File: src/rtl/synapse_accumulator.sv
// synapse_accumulator
// Walks the synapse array one index per cycle and sums the weights of the
// synapses whose spike bit was set when the accumulation started. The sum
// and the number of contributing spikes are handed to the neuron update
// through a valid/ack handshake.
//
// Handshake:
//   - start_i is taken only on an edge where ready_o=1. Any start_i seen
//     outside IDLE is dropped, not queued.
//   - valid_o=1 means sum_o/count_o hold a finished result. They stay frozen
//     until ack_i is sampled high while valid_o=1.
//   - ack_i is taken only on an edge where valid_o=1. If start_i is high on
//     that same edge it is ignored, because ready_o is still 0 there.
//   - ready_o/valid_o are registers, so there is no combinational path from
//     any input to any output.

module synapse_accumulator #(
  parameter int NUM_SYNAPSES = 100,
  parameter int WIDTH_P      = 8,
  parameter int ACC_WIDTH    = WIDTH_P + $clog2(NUM_SYNAPSES),
  parameter int CNT_WIDTH    = $clog2(NUM_SYNAPSES + 1)
) (
  input  logic                 clk_i,
  input  logic                 rst_ni,
  input  logic [WIDTH_P-1:0]   weights_i [0:NUM_SYNAPSES-1],
  input  logic [NUM_SYNAPSES-1:0] spikes_i,
  input  logic                 start_i,
  input  logic                 ack_i,
  output logic                 ready_o,
  output logic                 valid_o,
  output logic [ACC_WIDTH-1:0] sum_o,
  output logic [CNT_WIDTH-1:0] count_o,
  output logic [1:0]           state_o
);

  // Guard the index width for the degenerate single-synapse case.
  localparam int IDX_W = (NUM_SYNAPSES > 1) ? $clog2(NUM_SYNAPSES) : 1;
  localparam logic [IDX_W-1:0] LAST_IDX = IDX_W'(NUM_SYNAPSES - 1);

  typedef enum logic [1:0] {
    IDLE  = 2'd0,
    ACCUM = 2'd1,
    DONE  = 2'd2
  } state_e;

  state_e                  state_q, state_d;
  logic [IDX_W-1:0]        idx_q;
  logic [NUM_SYNAPSES-1:0] spike_q;
  logic [ACC_WIDTH-1:0]    sum_q;
  logic [CNT_WIDTH-1:0]    count_q;
  logic                    ready_q;
  logic                    valid_q;
  logic                    last_idx;

  assign last_idx = (idx_q == LAST_IDX);

  // State register plus handshake flags, which track the next state so they
  // are registered outputs rather than decodes of the state.
  always_ff @(posedge clk_i or negedge rst_ni) begin
    if (!rst_ni) begin
      state_q <= IDLE;
      ready_q <= 1'b1;
      valid_q <= 1'b0;
    end else begin
      state_q <= state_d;
      ready_q <= (state_d == IDLE);
      valid_q <= (state_d == DONE);
    end
  end

  // Next-state logic: start only from IDLE, finish after the last index,
  // leave DONE only on ack.
  always_comb begin
    state_d = state_q;
    case (state_q)
      IDLE:    if (start_i) state_d = ACCUM;
      ACCUM:   if (last_idx) state_d = DONE;
      DONE:    if (ack_i) state_d = IDLE;
      default: state_d = IDLE;
    endcase
  end

  // Datapath: latch spikes and clear on start, then add one live weight per
  // cycle for every latched spike; results hold outside ACCUM.
  always_ff @(posedge clk_i or negedge rst_ni) begin
    if (!rst_ni) begin
      idx_q   <= '0;
      spike_q <= '0;
      sum_q   <= '0;
      count_q <= '0;
    end else begin
      case (state_q)
        IDLE: begin
          if (start_i) begin
            spike_q <= spikes_i;
            sum_q   <= '0;
            count_q <= '0;
            idx_q   <= '0;
          end
        end
        ACCUM: begin
          if (spike_q[idx_q]) begin
            sum_q   <= sum_q + ACC_WIDTH'(weights_i[idx_q]);
            count_q <= count_q + CNT_WIDTH'(1);
          end
          // The index parks on the last synapse instead of wrapping.
          if (!last_idx) begin
            idx_q <= idx_q + IDX_W'(1);
          end
        end
        default: begin
        end
      endcase
    end
  end

  assign ready_o = ready_q;
  assign valid_o = valid_q;
  assign sum_o   = sum_q;
  assign count_o = count_q;
  assign state_o = state_q;

endmodule

File: config.mk
export PLATFORM = sky130hd
export DESIGN_NAME = synapse_accumulator
export DESIGN_NICKNAME = d
export VERILOG_FILES = /design/src/rtl/synapse_accumulator.sv
export SDC_FILE = /design/constraint.sdc
export NUM_CORES = 1
export LEC_CHECK = 0
export ABC_AREA = 1
export CAP_MARGIN = 30
export CORE_AREA = 2 2 361 363
export DETAILED_ROUTE_END_ITERATION = 10
export DIE_AREA = 0 0 363 365
export GPL_TIMING_DRIVEN = 0
export PLACE_DENSITY_LB_ADDON = 0.15
export SETUP_SLACK_MARGIN = 0.1
export SYNTH_ARGS = -nofsm -noshare
export SYNTH_HDL_FRONTEND = slang
export SYNTH_SLANG_ARGS = --single-unit
File: constraint.sdc
create_clock -name clk_i -period 7.09 [get_ports clk_i]
set_input_delay 1.418 -clock clk_i [delete_from_list [all_inputs] [get_ports clk_i]]
set_output_delay 1.418 -clock clk_i [all_outputs]
set_load 0.01 [all_outputs]
==> results of run 1 <==
cells in the final DEF, fill, tap and decap left out, types with 4 or more instances in the layout:
cell type,netlist,layout
clkinvlp_4,0,4
nor2_1,490,490
nor3_1,5,5
a22o_1,7,7
xnor2_1,4,4
o22ai_1,194,194
diode_2,0,21
clkbuf_16,0,17
buf_8,0,11
buf_2,65,66
inv_2,6,6
nand4_1,34,34
o21ai_0,466,466
buf_4,22,24
dfrtp_1,132,132
o21ai_1,29,29
nand3_1,96,96
xor2_1,7,7
buf_1,4,4
inv_1,84,84
inv_6,0,4
clkdlybuf4s50_1,0,928
clkbuf_1,95,95
buf_6,20,25
nand2_1,569,569
a21oi_1,53,53
ha_1,10,10
o211ai_1,5,5
nand2_2,4,4
layer usage:
| metal | vias up | wire, um | share of wire [%] |
|---|---|---|---|
| met5 | - | 115 | 0.075 |
| met4 | 18 | 1800 | 1.2 |
| met3 | 88 | 9190 | 6.0 |
| met2 | 846 | 76600 | 50 |
| met1 | 10600 | 66300 | 43 |
| li1 | 10200 | - | - |
final cells by class:
class                      count  area, um^2  share of cell area [%]
antenna                       21        52.6                   0.200
buffer                       206        1090                    4.14
clock buffer                  18         439                    1.67
clock inverter                14         165                   0.630
inverter                      92         348                    1.33
multi-input combinational   1993        9160                    34.9
sequential                   133        3330                    12.7
tap                         1675        2100                    7.99
timing repair buffer         948        9560                    36.4
power by group:
part	total [W]	switching (W)	internal, W
combinational	0.00916	0.00646	0.00270
sequential	0.00130	0.000197	0.00110
clock	0.000937	0.000400	0.000537
total	0.0114	0.00705	0.00434
worst min-delay path by stage:
| stage | start | to |
|---|---|---|
| floorplan | spike_q[67]$_DFFE_PN0P_ | spike_q[67]$_DFFE_PN0P_ |
| global placement | spike_q[73]$_DFFE_PN0P_ | spike_q[73]$_DFFE_PN0P_ |
| detailed placement | spike_q[73]$_DFFE_PN0P_ | spike_q[73]$_DFFE_PN0P_ |
| CTS | spike_q[73]$_DFFE_PN0P_ | spike_q[73]$_DFFE_PN0P_ |
| global route | spike_q[64]$_DFFE_PN0P_ | spike_q[64]$_DFFE_PN0P_ |
| finish | spike_q[73]$_DFFE_PN0P_ | spike_q[73]$_DFFE_PN0P_ |
critical path: stages (launching register included):
cell,delay [ps]
dfrtp_1,470
inv_2,290
buf_4,310
clkbuf_1,600
clkbuf_1,760
o21ai_0,210
o22ai_1,490
nand2_1,110
nand3_1,100
inv_1,50
nor2_1,200
ha_1,270
inv_1,80
fa_1,430
nor2_1,140
nor2_1,70
nor2_1,100
nor2_1,90
o21ai_0,310
nand3_1,210
nor2_1,160
xor2_1,160
nand3_1,90
nand2_1,90
state kept, by name (all words and copies together), names as in the netlist:
signal	count
state_o	2
ready_o	1
valid_o	1
sum_o	15
idx_q	7
count_o	7
spike_q	100
stage by stage:
step | TNS (ps) | power, W | hold WS, ps
after floorplan | 0 | 0.00567 | 444
after global placement | -226760 | 0.0105 | 463
after detailed placement | 0 | 0.0106 | 466
after CTS | 0 | 0.0116 | 484
after global routing | 0 | 0.0123 | 493
final | 0 | 0.0114 | 484
logic make-up (layout without fill, tap and decap cells):
kind of cell / after synthesis / in the layout / share of synthesized area (%)
AO/OA/AOI/OAI: 762 / 762 / 29.5
XOR/XNOR: 11 / 11 / 0.692
other: 0 / 21 / 0
AND/OR/NAND/NOR: 1209 / 1209 / 34.5
buffers and inverters: 298 / 1278 / 10.3
adder cells (fa/ha/maj): 11 / 11 / 1.04
flip-flops: 133 / 133 / 23.9
==> run metrics, run 1 <==
Clock Path Buffers=2; Primary FF master, synth=dfrtp_1; leading cell types by count after synthesis=nand2_1 (569), nor2_1 (490), o21ai_0 (466); Final Core Density=20.4%; 1st-iter DRT viols=1341; Yosys reg bits=133; post-route fraction of the period consumed by the critical path=between 80% and 90%; Post-Place Cells=5046; cell count of the worst hold path=2; post-CTS setup-driven buffer insertion count=0; die footprint=~0.13 mm^2; global route overflow=0; CTS clock-pin slew for the worst setup and hold paths=70 ps; worst endpoint required time=7470 ps; unique cell type count in the Yosys netlist=38; Power per Cell Area=roughly 430 mW/mm^2; post-synthesis cell type with the largest combined area=dfrtp_1; Tmin final=around 5900 ps; Crit Reg-Reg Endpoint=sum_o[12]$_DFFE_PN0P_; area grow syn2layout=88.4%; unrepaired setup endpoints after global routing=false; fraction of met3 tracks used by global routing=3.92%; RD Place Congestion=around 0.93; vertical die dimension=between 300 and 400 um; synthesized net count=3339; transition at the pin with the smallest max-transition slack=1060 ps; std cell rows=between 100 and 150; Yosys Warn Count=0; maximum fanout along the worst path=10; Cell Area, Synth=between 0.01 and 0.015 mm^2; Max-slew headroom=about 29%; area of placed instances=about 0.026 mm^2; WL per Instance=approximately 30 um; Initial Utilization=roughly 11%; setup ws final=~1200 ps; Core Footprint=around 0.13 mm^2; Max-cap violations=0; Fmax=between 0.15 and 0.2 GHz; detailed placer's ending HPWL=between 100000 and 150000 um; IR Drop Worst-Case VDD=0.160 mV; Max Transition Viols Final=0; fraction of final layout cells sized beyond drive strength 1=5.23%; Worst Setup EP=sum_o[12]$_DFFE_PN0P_; number of endpoints with negative hold slack in the final report=0; global routing met1 resource utilization=between 20% and 30%; cts bufs inserted=17; post-layout instance count excluding filler cells=5100; htree depth=4; post-cts sizing count=0; area of all placed cells without fillers=about 0.026 mm^2; category of the most critical setup path=reg2reg; startpoint kind of the worst setup timing path=register; Boundary Pins=930; post-DR vias/cell=roughly 4.3; Post-Place Worst Slack=about 770 ps; result of the run=finished, final reports clean; most used routing layer in global routing=met2; arrival time of data at the critical path endpoint=6240 ps; number of clock sinks seen by CTS=approximately 130; met2 layer usage reported by global route=slightly below 40%; total wirelength of the detailed-routed design=154000 um; antenna violations before repair=40; Fill cells=between 10000 and 15000; final net count=between 4000 and 5000; area fraction of the dominant cell type after synthesis=23.7%; Worst Setup End Kind=register; number of iterations in the first detailed-routing pass=5; horizontal die dimension=363 um; Antenna Violating Nets Remaining=0; clock insertion delay at the later pin of the skew report=around 450 ps; total via count in the routed design=roughly 22000; launch point of the critical path=idx_q[1]$_DFFE_PN0P_; startpoint of the worst-slack reg-to-reg timing path=idx_q[1]$_DFFE_PN0P_; asr flop ratio synth=100%; Post-route DRC=0; number of flops mapped to enable cells by yosys=0; number of global-route vias before repair=roughly 22000; main area contributors after synthesis=dfrtp_1 (24%), o21ai_0 (17%), nand2_1 (15%); CTS tree=yes; LEAKAGE=10.3 nW; clock skew after layout=11.3 ps; number of I/O port buffers=around 930; largest net degree at the start of global routing=69; share of synthesized area occupied by flip-flops and latches=between 20% and 30%; path depth of the worst reg2reg path=23; number of hold buffers added after cts=0; most repeated cell in the gate-level netlist after synthesis=nand2_1; global-route wire length before repair=~200000 um; number of instances in the synthesized netlist=2424; HP Class=reg2reg; mean area per synthesized cell=5.74 um^2; global-route usage over all layers=22.2%; clock root buffer=clkbuf_16; FF-to-FF setup slack=1230 ps; final setup violation count=0
Note: power is estimated with default switching activity, not from simulation.
==> run 2: changes to the inputs <==
Settings changed: CORE_AREA 2 2 361 363 to 2 2 364 366, DIE_AREA 0 0 363 365 to 0 0 366 368.
Clock period 7.09 ns to 6 ns, I/O delays scaled along.
==> run 2 against run 1 <==
- via count rose by 1.2%
- maximum frequency rose by 7.9%
- combinational power rose by 19%
- hold slack got worse by 6.6 ps
- clock-buffer cell count did not move
- clock power rose by 28%
- non-clock buffer count fell by 2
- clock skew barely moved
- sequential share of layout area fell by 0.089 points
- sequential power rose by 18%
- largest cell class unchanged
==> run metrics, run 2 (synthesis results as in run 1) <==
Final Core Density=20.2% (-0.19 points); Antenna Violating Nets Remaining=0 (unchanged); number of iterations in the first detailed-routing pass=5 (unchanged); vertical die dimension=368 um (+0.82%); stage delay of the slowest cell on the critical path=470 ps (-290 ps); Core Footprint=0.131 mm^2 (+1.7%); 1st-iter DRT viols=1666 (+24%); IR Drop Worst-Case VDD=0.186 mV (+17%); Post-route DRC=0 (unchanged); Worst Setup End Kind=register; path depth of the worst reg2reg path=25 (+8.7%); Fmax=0.184 GHz (+7.9%); Max Transition Viols Final=0 (unchanged); clock root buffer=clkbuf_16; final setup violation count=0 (unchanged); final net count=4304 (-0.046%); cts bufs inserted=17 (unchanged); slowest stage cell on the critical path=dfrtp_1; Reg with most FFs=spike_q; horizontal die dimension=366 um (+0.83%); antenna violations before repair=43 (+7.5%); transition at the pin with the smallest max-transition slack=1110 ps (+55.5 ps); arrival time of data at the critical path endpoint=5810 ps (-430 ps); maximum fanout along the worst path=10 (unchanged); CTS tree=yes; detailed placer's ending HPWL=132000 um (+1.9%); RD Place Congestion=0.959 (+3.6%); unrepaired setup endpoints after global routing=false; std cell rows=133 (+0.76%); Initial Utilization=10.6% (-0.18 points); number of I/O port buffers=929 (unchanged); largest net degree at the start of global routing=70 (+1.4%); total via count in the routed design=22000 (+1.2%); post-route fraction of the period consumed by the critical path=90.5% (+7.8 points); Fill cells=15200 (+2.2%); clock insertion delay at the later pin of the skew report=450 ps (about the same); post-CTS setup-driven buffer insertion count=0 (unchanged); result of the run=finished, final reports clean; number of clock sinks seen by CTS=133 (unchanged); HP Class=reg2reg; CTS clock-pin slew for the worst setup and hold paths=70 ps (about the same); most common cell after layout, fill and taps aside=clkdlybuf4s50_1; die footprint=0.135 mm^2 (+1.7%); cell count of the worst hold path=2 (unchanged); global-route wire length before repair=207000 um (+3.4%); category of the most critical setup path=reg2reg; LEAKAGE=10.4 nW (+0.84%); startpoint kind of the worst setup timing path=register; area grow syn2layout=89.8%; htree depth=4 (unchanged); PnR Total Power=0.0136 W (+19%); Largest register FFs=100 (unchanged); Critical Path Most Common Cell=nor2_1; worst endpoint required time=6380 ps (-1090 ps); total wirelength of the detailed-routed design=157000 um (+2.0%); Boundary Pins=930 (unchanged); top library cells by usage in the layout, fill and taps aside=clkdlybuf4s50_1 (928), nand2_1 (569), nor2_1 (490); global route overflow=0 (unchanged); number of global-route vias before repair=22400 (+1.2%); Setup Total Neg Slack=0 ps (unchanged); Power per Cell Area=515 mW/mm^2 (+18%); number of endpoints with negative hold slack in the final report=0 (unchanged); number of hold buffers added after cts=0 (unchanged); post-DR vias/cell=4.25 (about the same); WL per Instance=30.4 um (+0.71%); global-route usage over all layers=22.5% (+0.29 points); Max-cap violations=0 (unchanged); Post-Place Worst Slack=-322 ps (-1090 ps); Max-slew headroom=24.9% (-4.0 points); clock skew after layout=10.9 ps (-0.395 ps); fraction of final layout cells sized beyond drive strength 1=5.68% (+0.45 points); Tmin final=5430 ps (-431 ps); Clock Path Buffers=2 (unchanged); setup ws final=570 ps (-659 ps)
==> run 2: cell count changes in the layout (fill, tap and decap cells not counted), moves of 3 or more <==
cell / before / now
clkbuf_1: 95 / 79
clkbuf_2: 0 / 16
diode_2: 21 / 12
buf_2: 66 / 62
buf_6: 25 / 22
buf_8: 11 / 14
bufinv_16: 2 / 5
clkinv_2: 0 / 3
==> run 2: area by class of cell <==
| class | count | area [um^2] | area share [%] |
|---|---|---|---|
| Sequential cell | 133 | 3330 | 12.6 |
| Timing Repair Buffer | 947 | 9580 | 36.3 |
| Buffer | 205 | 1110 | 4.21 |
| Tap cell | 1755 | 2200 | 8.31 |
| Clock buffer | 18 | 439 | 1.66 |
| Multi-Input combinational cell | 1993 | 9180 | 34.7 |
| Clock inverter | 12 | 201 | 0.763 |
| Inverter | 92 | 349 | 1.32 |
| Antenna cell | 12 | 30.0 | 0.114 |
==> run 2: worst max-delay path, delay by kind of cell, from the launching register on <==
family,cells,cell delay [ps]
compound gates,4,750
flops,1,470
xor+xnor,1,170
fa+ha+maj,2,700
buf+inv,5,1280
simple gates,13,1950
==> run 2: per-stage QoR <==
| stage | hold slack [ps] | instance area, um^2 | std cells |
|---|---|---|---|
| after detailed placement | 463 | 25700 | 5126 |
| after global placement | 463 | 25400 | 5108 |
| after global routing | 496 | 26400 | 5163 |
| after CTS | 481 | 26400 | 5156 |
| final | 477 | 26400 | 5167 |
| after floorplan | 444 | 13900 | 2424 |
==> run 2: what timing repair did <==
| item | 4_1_cts | 5_1_grt |
|---|---|---|
| gates resized for setup | 6 | 32 |
| endpoints found under the setup margin | 4 | 3 |
| pin swaps | 0 | 1 |
==> run 2: path summary, 6_finish.rpt <==
| check | slack, ps | from | end |
|---|---|---|---|
| min in group asynchronous | 750 | rst_ni | spike_q[69]$_DFFE_PN0P_ |
| setup / recovery | 570 | idx_q[1]$_DFFE_PN0P_ | sum_o[14]$_DFFE_PN0P_ |
| setup reg to reg | 570 | idx_q[1]$_DFFE_PN0P_ | sum_o[14]$_DFFE_PN0P_ |
| hold / removal | 480 | spike_q[73]$_DFFE_PN0P_ | spike_q[73]$_DFFE_PN0P_ |
| hold reg to reg | 480 | spike_q[73]$_DFFE_PN0P_ | spike_q[73]$_DFFE_PN0P_ |
| max in group asynchronous | 4390 | rst_ni | ready_o$_DFF_PN1_ |
==> run 2: routing by layer <==
| layer | wire length [um] | up-vias | track usage (%) |
|---|---|---|---|
| met4 | 1960 | 24 | 3.40 |
| met1 | 68200 | 10800 | 28.7 |
| met2 | 77700 | 934 | 39.8 |
| li1 | - | 10100 | - |
| met3 | 9150 | 102 | 4.00 |
| met5 | 146 | - | 0 |
==> run 2: where the power goes <==
| group | switching, W | internal, W | total, W |
|---|---|---|---|
| logic | 0.00763 | 0.00324 | 0.0109 |
| registers | 0.000224 | 0.00130 | 0.00153 |
| clock network | 0.000453 | 0.000745 | 0.00120 |
==> run 3: changes to the inputs <==
Settings changed: SKIP_CTS_REPAIR_TIMING set to 1.
==> run 3 against run 2 <==
- power hardly changed
- clock power about the same
- routed wire length hardly changed
- sequential power about the same
- flip-flop and latch count unchanged
- combinational power hardly changed
- critical path depth down 2
- worst setup slack got worse by 43 ps
- sequential share of layout area hardly changed
- critical path type unchanged
- clock skew about the same
- largest cell class unchanged
- non-clock buffer count unchanged
- first-iteration DRC count decreased by 4.3%
==> run metrics, run 3 (synthesis results as in run 1) <==
number of endpoints with negative hold slack in the final report=0 (unchanged); startpoint of the worst-slack reg-to-reg timing path=idx_q[1]$_DFFE_PN0P_; Largest register FFs=100 (unchanged); Fill cells=15200 (unchanged); Max-slew headroom=31.4% (+6.5 points); antenna violations before repair=42 (-2.3%); RD Place Congestion=0.959 (unchanged); Sequential Power Share=11.2% (about the same); fraction of final layout cells sized beyond drive strength 1=5.65% (-0.029 points); die footprint=0.135 mm^2 (unchanged); transition at the pin with the smallest max-transition slack=1020 ps (-96.6 ps); CTS clock-pin slew for the worst setup and hold paths=60 ps (about the same); final net count=4304 (unchanged); hold endpoint=spike_q[73]$_DFFE_PN0P_; Setup Total Neg Slack=0 ps (unchanged); Final Core Density=20.2% (about the same); share of total power consumed by net switching=61.1% (about the same); std cell rows=133 (unchanged); LEAKAGE=10.4 nW (about the same); area of placed instances=0.0257 mm^2 (unchanged); global-route usage over all layers=22.5% (unchanged); clock skew after layout=10.8 ps (-0.0658 ps); most common cell after layout, fill and taps aside=clkdlybuf4s50_1; Max Transition Viols Final=0 (unchanged); Worst Setup End Kind=register; worst endpoint required time=6340 ps (-40 ps); Max-cap violations=0 (unchanged); total wirelength of the detailed-routed design=157000 um (about the same); Sequential Area=0.00333 mm^2 (unchanged); htree depth=4 (unchanged); total internal power=0.00529 W (about the same); switching power of the nets=0.00831 W (about the same); Post-Place Cells=5126 (unchanged); top library cells by usage in the layout, fill and taps aside=clkdlybuf4s50_1 (928), nand2_1 (569), nor2_1 (490); cell count of the worst hold path=2 (unchanged); global-route wire length before repair=207000 um (unchanged); startpoint kind of the worst setup timing path=register; largest net degree at the start of global routing=70 (unchanged); vertical die dimension=368 um (unchanged); post-DR vias/cell=4.24 (-0.35%); WL per Instance=30.4 um (about the same); cts bufs inserted=17 (unchanged); area grow syn2layout=89.7% (about the same); Clock Path Buffers=2 (unchanged); maximum fanout along the worst path=10 (unchanged); detailed placer's ending HPWL=132000 um (unchanged); Power per Cell Area=515 mW/mm^2 (about the same); Fmax=0.183 GHz (-0.79%); share of total power in combinational logic=80.0% (about the same); post-layout instance count excluding filler cells=5167 (unchanged); number of I/O port buffers=929 (unchanged); Tmin final=5470 ps (+43.5 ps); path depth of the worst reg2reg path=23 (-8.0%); result of the run=finished, final reports clean; CTS tree=yes; clock root buffer=clkbuf_16; global route overflow=0 (unchanged); Reg with most FFs=spike_q; PnR Total Power=0.0136 W (about the same); clock insertion delay at the later pin of the skew report=450 ps (about the same); category of the most critical setup path=reg2reg; number of clock sinks seen by CTS=133 (unchanged); IR Drop Worst-Case VDD=0.187 mV (+0.27%); Hold Path Origin=spike_q[73]$_DFFE_PN0P_; HP Class=reg2reg; Antenna Violating Nets Remaining=0 (unchanged); unrepaired setup endpoints after global routing=false; final setup violation count=0 (unchanged); launch point of the critical path=idx_q[1]$_DFFE_PN0P_; Core Footprint=0.131 mm^2 (unchanged); arrival time of data at the critical path endpoint=5810 ps (about the same); Boundary Pins=930 (unchanged); Post-route DRC=0 (unchanged); total via count in the routed design=21900 (-0.35%); FF-to-FF setup slack=530 ps (-40 ps); post-route fraction of the period consumed by the critical path=91.2% (+0.72 points); number of iterations in the first detailed-routing pass=5 (unchanged); part of the total power dissipated in the clock network=8.8% (about the same); Crit Reg-Reg Endpoint=sum_o[6]$_DFFE_PN0P_; horizontal die dimension=366 um (unchanged); Initial Utilization=10.6% (unchanged); area of the multi-input gates=0.00918 mm^2 (unchanged); area of all placed cells without fillers=0.0264 mm^2 (about the same); number of global-route vias before repair=22400 (-0.022%); 1st-iter DRT viols=1595 (-4.3%)
run 3: cell type report:
class                      instances  share of cell area, %
sequential                       133                   12.6
timing repair buffer             947                   36.3
clock buffer                      18                   1.66
tap                             1755                   8.31
clock inverter                    12                  0.763
buffer                           205                   4.20
multi-input combinational       1993                   34.7
antenna                           12                  0.114
inverter                          92                   1.32
run 3: through the flow:
| step | worst slack (ps) | hold slack, ps |
|---|---|---|
| 2_1_floorplan | 2310 | 444 |
| 3_3_place_gp | -2670 | 463 |
| 3_5_place_dp | -322 | 463 |
| 4_1_cts | -340 | 481 |
| 5_1_grt | 144 | 496 |
| 6_report | 527 | 477 |
run 3: power by group through the flow:
stage / clock (W) / combinational (W) / sequential, W
floorplan: 0 / 0.00520 / 0.00150
global placement: 0 / 0.0109 / 0.00154
detailed placement: 0 / 0.0110 / 0.00154
CTS: 0.00124 / 0.0111 / 0.00153
global route: 0.00127 / 0.0118 / 0.00158
finish: 0.00120 / 0.0109 / 0.00153
run 3: metal layers:
metal / track usage, % / vias up / part of all wire, %
met5: 0 / - / 0.084
met4: 3.41 / 22 / 1.3
met3: 3.99 / 106 / 5.6
met2: 39.8 / 918 / 49
met1: 28.7 / 10700 / 44
li1: - / 10100 / -
run 3: worst max-delay path by stage:
stage / end / slack [ps] / cells after the start
after floorplan: sum_o[12]$_DFFE_PN0P_ / 2310 / 23
after global placement: sum_o[6]$_DFFE_PN0P_ / -2670 / 1
after detailed placement: sum_o[14]$_DFFE_PN0P_ / -320 / 23
after CTS: sum_o[14]$_DFFE_PN0P_ / -340 / 23
after global routing: sum_o[14]$_DFFE_PN0P_ / 140 / 25
final: sum_o[6]$_DFFE_PN0P_ / 530 / 23
run 3: worst max-delay path, stage by stage (launching register included):
cell and delay [ps]:
dfrtp_1 450, clkinv_2 260, buf_4 310, clkbuf_4 370, clkbuf_1 590, o21ai_0 380, o22ai_1 300, nand2_1 100
nand4_1 400, nand2_1 120, a21oi_1 260, o21a_1 220, ha_1 290, inv_1 100, nor2_1 50, nor2_1 120
nor2_1 70, nor2_1 220, inv_1 70, a21oi_1 120, o21ai_0 100, or2_2 280, nand4_1 90, nand2_1 60
